File: config.mk
export PLATFORM = sky130hd
export DESIGN_NAME = fetch_controller
export DESIGN_NICKNAME = d
export VERILOG_FILES = /design/src/rtl/fetch_controller.sv
export SDC_FILE = /design/constraint.sdc
export NUM_CORES = 1
export LEC_CHECK = 0
export BUFFER_PORTS_ARGS = -buffer_cell sky130_fd_sc_hd__buf_2
export CAP_MARGIN = 10
export CORE_MARGIN = 2
export CORE_UTILIZATION = 51
export DETAILED_ROUTE_END_ITERATION = 16
export PLACE_DENSITY = 0.8
export SKIP_LAST_GASP = 1
export SYNTH_ARGS = -nofsm -noshare
export SYNTH_HDL_FRONTEND = slang
export SYNTH_SLANG_ARGS = --single-unit
File: constraint.sdc
create_clock -name clk -period 2.5 [get_ports clk]
set_input_delay 0.5 -clock clk [delete_from_list [all_inputs] [get_ports clk]]
set_output_delay 0.5 -clock clk [all_outputs]
set_load 0.02 [all_outputs]
File: src/rtl/fetch_controller.sv
// Instruction fetch controller: IDLE/REQ/ISSUE handshake with instruction memory and redirect handling.
// Optional build macro FETCH_MISALIGN_TRAP_EN flags misaligned redirect targets and aligns them.
module fetch_controller #(
    parameter int unsigned         BITWIDTH = 32,
    parameter logic [BITWIDTH-1:0] RESET_PC = '0
) (
    input  logic                clk,
    input  logic                rst,
    input  logic                stall,
    input  logic                branch_decision,
    input  logic [BITWIDTH-1:0] branch_target,
    output logic                imem_req,
    output logic [BITWIDTH-1:0] imem_addr,
    input  logic                imem_ack,
    input  logic [31:0]         imem_rdata,
    output logic                inst_valid,
    output logic [31:0]         inst,
    output logic [BITWIDTH-1:0] inst_pc,
    output logic [BITWIDTH-1:0] pc,
    output logic                misalign
);

    typedef enum logic [1:0] {
        IDLE  = 2'd0,
        REQ   = 2'd1,
        ISSUE = 2'd2
    } state_t;

    state_t              state_q, state_d;
    logic [BITWIDTH-1:0] pc_q, pc_d;
    logic                pend_q, pend_d;
    logic [BITWIDTH-1:0] pend_tgt_q, pend_tgt_d;
    logic [31:0]         inst_q, inst_d;
    logic [BITWIDTH-1:0] inst_pc_q, inst_pc_d;
    logic                valid_q, valid_d;
    logic                redirect;
    logic [BITWIDTH-1:0] target_eff;

    // A branch only takes effect while a fetch is in flight or an instruction is on offer.
    assign redirect = branch_decision && (state_q == REQ || state_q == ISSUE);

`ifdef FETCH_MISALIGN_TRAP_EN
    logic misalign_q;

    always_ff @(posedge clk) begin
        if (!rst) begin
            misalign_q <= 1'b0;
        end else begin
            misalign_q <= redirect && (branch_target[1:0] != 2'b00);
        end
    end

    assign misalign   = misalign_q;
    assign target_eff = {branch_target[BITWIDTH-1:2], 2'b00};
`else
    assign misalign   = 1'b0;
    assign target_eff = branch_target;
`endif

    always_comb begin
        // NOTE: every next-state signal gets a default first so no path leaves it unassigned and infers a latch.
        state_d    = state_q;
        pc_d       = pc_q;
        pend_d     = pend_q;
        pend_tgt_d = pend_tgt_q;
        inst_d     = inst_q;
        inst_pc_d  = inst_pc_q;
        valid_d    = valid_q;

        case (state_q)
            IDLE: state_d = REQ;

            REQ: begin
                if (imem_ack) begin
                    if (redirect) begin
                        pc_d   = target_eff;
                        pend_d = 1'b0;
                    end else if (pend_q) begin
                        // Request belonged to the abandoned path: drop its data, refetch at the target.
                        pc_d   = pend_tgt_q;
                        pend_d = 1'b0;
                    end else begin
                        state_d   = ISSUE;
                        inst_d    = imem_rdata;
                        inst_pc_d = pc_q;
                        valid_d   = 1'b1;
                        pc_d      = pc_q + BITWIDTH'(4);
                    end
                end else if (redirect) begin
                    pend_d     = 1'b1;
                    pend_tgt_d = target_eff;
                end
            end

            ISSUE: begin
                if (redirect) begin
                    valid_d = 1'b0;
                    pc_d    = target_eff;
                    state_d = REQ;
                end else if (!stall) begin
                    valid_d = 1'b0;
                    state_d = REQ;
                end
            end

            default: state_d = IDLE;
        endcase
    end

    always_ff @(posedge clk) begin
        // NOTE: sequential state uses non-blocking assignments so all registers update from pre-edge values.
        if (!rst) begin
            state_q    <= IDLE;
            pc_q       <= RESET_PC;
            pend_q     <= 1'b0;
            pend_tgt_q <= '0;
            inst_q     <= '0;
            inst_pc_q  <= '0;
            valid_q    <= 1'b0;
        end else begin
            state_q    <= state_d;
            pc_q       <= pc_d;
            pend_q     <= pend_d;
            pend_tgt_q <= pend_tgt_d;
            inst_q     <= inst_d;
            inst_pc_q  <= inst_pc_d;
            valid_q    <= valid_d;
        end
    end

    assign imem_req   = (state_q == REQ);
    assign imem_addr  = pc_q;
    assign pc         = pc_q;
    assign inst_valid = valid_q;
    assign inst       = inst_q;
    assign inst_pc    = inst_pc_q;

endmodule
After elaboration in Yosys (flattened, before gate mapping)
Index checks and enable logic that the tools add are counted.

cells by class
  multiplexer cells = 19
  bitwise operators = 3
  reductions and logical operators = 11
  add/subtract/negate cells = 1
  eq/ne operators = 7

operators by type and width
  kind                     number
  $mux W32                 4
  $pmux W32 S2             1
  $add A32 B3 Y32 const B  1
  $mux W2                  5
  $reduce_and A4 Y1        2
  $mux W1                  7
  $ne A2 B2 Y1 const B     3
  $pmux W2 S3              1
  $reduce_and A3 Y1        2
  $reduce_and A5 Y1        1
  $reduce_bool A2 Y1       2
  $ne A3 B3 Y1 const B     1
  $not A1 Y1               3
  $eq A2 B1 Y1 const B     1
  $eq A2 B2 Y1 const B     1
  $logic_not A2 Y1         1
  $ne A2 B1 Y1 const B     1
  $pmux W1 S2              1
  $reduce_and A2 Y1        1
  $logic_and A1 B1 Y1      1
  $logic_or A1 B1 Y1       1

storage, ports and cells
  flip-flop bits (word level) = 132

Depth between registers and ports, before layout
  depth after elaboration = 6
  depth in mapped cells = 10
  depth with buffers taken out = 7

Worst setup path before layout
No wires, ideal clock.

  path type = register -> register
  start point = register state_q[1]
  end point = register pc_q[27] (netlist: imem_addr[27])
  data arrival time = 1.903 ns
  path slack = 0.480 ns
  stages on the path, launching flop included = 11
  period minus slack after synthesis = 2.020 ns
  data required time = 2.384 ns
  cell sequence = dfxtp_1 > inv_1 > ha_1 > clkbuf_1 > mux2_1 > and2_1 > buf_2 > buf_2 > o21ai_0 > a31oi_1 > o211a_1

between the ends
  cells in the longest elaborated chain, start to end = 6

ends and longest elaborated chain
  item                      line  text
  start: declaration        29    state_t state_q, state_d;
  start signal: assignment  121   state_q <= state_d;
  $eq A2 B1 Y1 (*)          --
  net imem_req              12    output logic imem_req,
  $logic_or A1 B1 Y1        40    assign redirect = branch_decision && (state_q == REQ || state_q == ISSUE);
  $logic_and A1 B1 Y1       40
  $mux W32                  75    if (redirect) begin
  $mux W32                  74    if (imem_ack) begin
  $pmux W32 S2              70    case (state_q)
  end signal: assignment    122   pc_q <= pc_d;
  end: declaration          30    logic [BITWIDTH-1:0] pc_q, pc_d;

Mark *: on every way through the listed nets, which the timed path passes. The rest lies on a longest branch. The select of a mux whose other input is x is not followed.
A chain may end at the register's enable or synchronous reset.

Final worst setup path
  start point = register state_q[0]
  end point = register pc_q[26] (netlist: imem_addr[26])

between the ends
  cells in the longest elaborated chain, start to end = 6

ends and longest elaborated chain
  item                                                 line
  $eq A2 B1 Y1 / $eq A2 B2 Y1 (equally long branches)  40, 70
  $logic_or A1 B1 Y1                                   40
  $logic_and A1 B1 Y1                                  40
  $mux W32                                             75
  $mux W32                                             74
  $pmux W32 S2                                         70

Several ways; a longest one is shown, not always the timed one. The select of a mux whose other input is x is not followed.

==> summary.md <==
| Metric | Value |
|---|---|
| Final setup TNS | 0 ns |
| Sequential area share after synthesis | 0.428 |
| Max VDD drop | 0.664 mV |
| DR iter-0 viols | 535 |
| Max incr delay on CP | 0.47 ns |
| CP Capture Type | flop |
| Max Fclk | roughly 0.46 GHz |
| CTS sink cnt | roughly 130 |
| Int Pwr | about 5200 uW |
| Postcts setup bufs | 0 |
| Design area | 7700 um^2 |
| Initial Utilization | 0.518 |
| DP Area | 7100 um^2 |
| Sequential share of power | 0.328 |
| Detailed-route via count | 6201 |
| Vias in the first global route | 5689 |
| Outcome | completed |
| Syn Inst Count | 817 |
| WP buf/inv | 1 |
| Post-Syn Nets | 891 |
| Synthesis-stage register bit count | 132 |
| Ys async rst share | 0 |
| Final ANT Viol Nets | 0 |
| Worst-margin pin slew | 0.735 ns |
| Crit path max-delay family | simple AND/OR/NAND/NOR gates |
| Multi-input logic area | 3030 um^2 |
| Die height | 114 um |
| Net Switching | about 3400 uW |
| Post-CTS sizing | 0 |
| Seq. cell area | 2640 um^2 |
| Via density | 5.51 |
| Root Driver | clkbuf_16 |
| Antenna diodes | 0 |
| Slowest stage cell, crit path | nor2_1 |
| PwrDens | ~1100 nW/um^2 |
| Top-count cell post-synth | nand2_1 |
| Required time worst endpoint | roughly 2.8 ns |
| Cell area after synthesis | approximately 6200 um^2 |
| Global-route wire length before repair | 27.5 mm |
| Filler Cells Inserted | about 1000 |
| Synth Flop Type | dfxtp_1 |
| Period utilization | 0.868 |
| Top cells by area, synth | dfxtp_1 43%, nand2_1 15%, a21oi_1 11% |
| Switching share of power | 0.396 |
| Buffers on Ports | 198 |
| Crit start category | flop |
| Static Leak | 0.00332 uW |
| Die ar. | 13000 um^2 |
| Synth top cells by count | 249 x nand2_1, 140 x a21oi_1, 132 x dfxtp_1 |
| Die width | between 100 and 150 um |
| Combinational share of power | 0.375 |
| RSZ-0062 raised after global routing | no |
| Finished Layout Cells | 1125 |
| Core ar. | 11900 um^2 |
| Area share of the largest cell type after synthesis | 0.428 |
| Slew Limit Fails | 0 |
| CTS clk-pin slew, worst paths | approximately 0.050 ns |
| Share of cells above drive strength 1 | 0.275 |
| Gr usage total | 0.264 |
| Yosys top cell by area | dfxtp_1 |
| H-Tree Level Count | 4 |
| Nets | 1039 |
| Largest net degree at the start of global routing | 54 |
| Initial antenna violation count | 0 |
| Area Growth Syn to Fin | 24.7% |
| Clk_lat worst skew | 0.42 ns |
| Wirelength per Cell | 15.3 um |
| WS Path Type | flop to flop |
| Yosys cell types | 59 |
| Post-synth EDFFs | 0 |
| Dpl cells | roughly 1100 |
| TritonCTS buffer count | 17 |
| Total of max-cap violations | 0 |
| Tot Pwr | 8550 uW |
| Endpoints failing hold | 0 |
| Crit Path Max Fanout | 10 |
| Clock skew | 0.00669 ns |
| First-pass iteration count of the detailed router | 5 |
| Tmin final | between 2 and 2.5 ns |
| Hold slack | 0.317 ns |
| Row count | 40 |
| Hold WC Path Type | input pin to flop |
| Arr. time, crit path | 2.47 ns |
| Clk pwr share | 0.297 |
| Max-slew headroom | 0.510 |
| Total Routed Length | 17.2 mm |
| I/O pins | 200 |
| Yosys warns | 0 |
| Avg Inst Size Synth | 7.56 um^2 |
| CTS hold repair buffers | 0 |
| GRT Residual Overflow | 0 |
| CTS tree | yes |
| CP cell instances | inv_1 > ha_1 > mux2_1 > nand2_1 > nor2_1 > a31oi_1 > a21boi_0 |
| Residual DRC | 0 |
| GP Congestion | 0.865 |
| Clock buffer depth | 2 |
| Final setup fails | 0 |
| Dpl hpwl | 11.3 mm |
==> per-stage QoR <==
stage                      util  setup WS [ns]
final                     0.646          0.329
after global routing      0.646          0.202
after CTS                 0.646          0.365
after detailed placement  0.596          0.405
after global placement    0.596          0.469
after floorplan               -          0.480
==> power groups by stage <==
stage	sequential [uW]	clock, uW	combinational, uW
2_1_floorplan	3050	0	2020
3_3_place_gp	2820	0	3120
3_5_place_dp	2840	0	3170
4_1_cts	2800	2570	3190
5_1_grt	2850	2670	3510
6_report	2800	2540	3200
==> metal layers <==
layer	GRT usage	part of all wire
met1	0.343	0.44
met2	0.434	0.47
met3	0.0521	0.073
met4	0.104	0.022
met5	0	0
==> flip-flops by register name (all words and copies together) (netlist names) <==
name	flops
inst_valid	1
pend_q	1
imem_addr	32
inst	32
state_q	2
pend_tgt_q	32
inst_pc	32
==> tightest hold or removal path: stages <==
cell and delay, ns:
buf_2 0.10, nand2_1 0.04, a21oi_1 0.05
==> worst paths after layout <==
check | cells past startpoint | slack (ns) | from | to
worst max-delay path | 7 | 0.33 | state_q[0] | imem_addr[26]
worst min-delay path | 3 | 0.32 | imem_rdata[31] | inst[31]
worst max register to register | 7 | 0.33 | state_q[0] | imem_addr[26]
worst min register to register | 2 | 0.45 | inst[25] | inst[25]
==> placed cells by master (no fill, tap or decap), types with 5 or more instances in the layout <==
master | Yosys | layout
clkinv_2 | 0 | 7
nand4_1 | 7 | 7
clkbuf_16 | 0 | 17
o21ai_0 | 26 | 26
nand3_1 | 23 | 22
xor2_1 | 6 | 6
a21oi_1 | 140 | 139
nand2_1 | 249 | 249
nand3b_1 | 5 | 5
and3_1 | 8 | 8
nand2b_1 | 5 | 5
dfxtp_1 | 132 | 131
a31oi_1 | 9 | 9
inv_1 | 7 | 6
nor3_1 | 6 | 6
o211ai_1 | 10 | 10
nor2_1 | 22 | 21
mux2i_1 | 7 | 7
buf_2 | 14 | 198
ha_1 | 5 | 5
buf_4 | 33 | 19
==> layout make-up <==
cell class                 count  share of cell area
clock buffer                  21              0.0572
sequential                   132               0.344
inverter                       7             0.00358
tap                          147              0.0239
timing repair buffer         221               0.158
multi-input combinational    586               0.393
clock inverter                11              0.0206
==> cells by family after synthesis <==
| kind of cell | synth area share |
|---|---|
| buf+inv | 0.0845 |
| compound gates | 0.210 |
| other cells | 0.000607 |
| xor+xnor | 0.00851 |
| simple gates | 0.245 |
| fa+ha+maj | 0.0101 |
| flops | 0.428 |
| mux | 0.0132 |
Note: power is estimated with default switching activity, not from simulation.
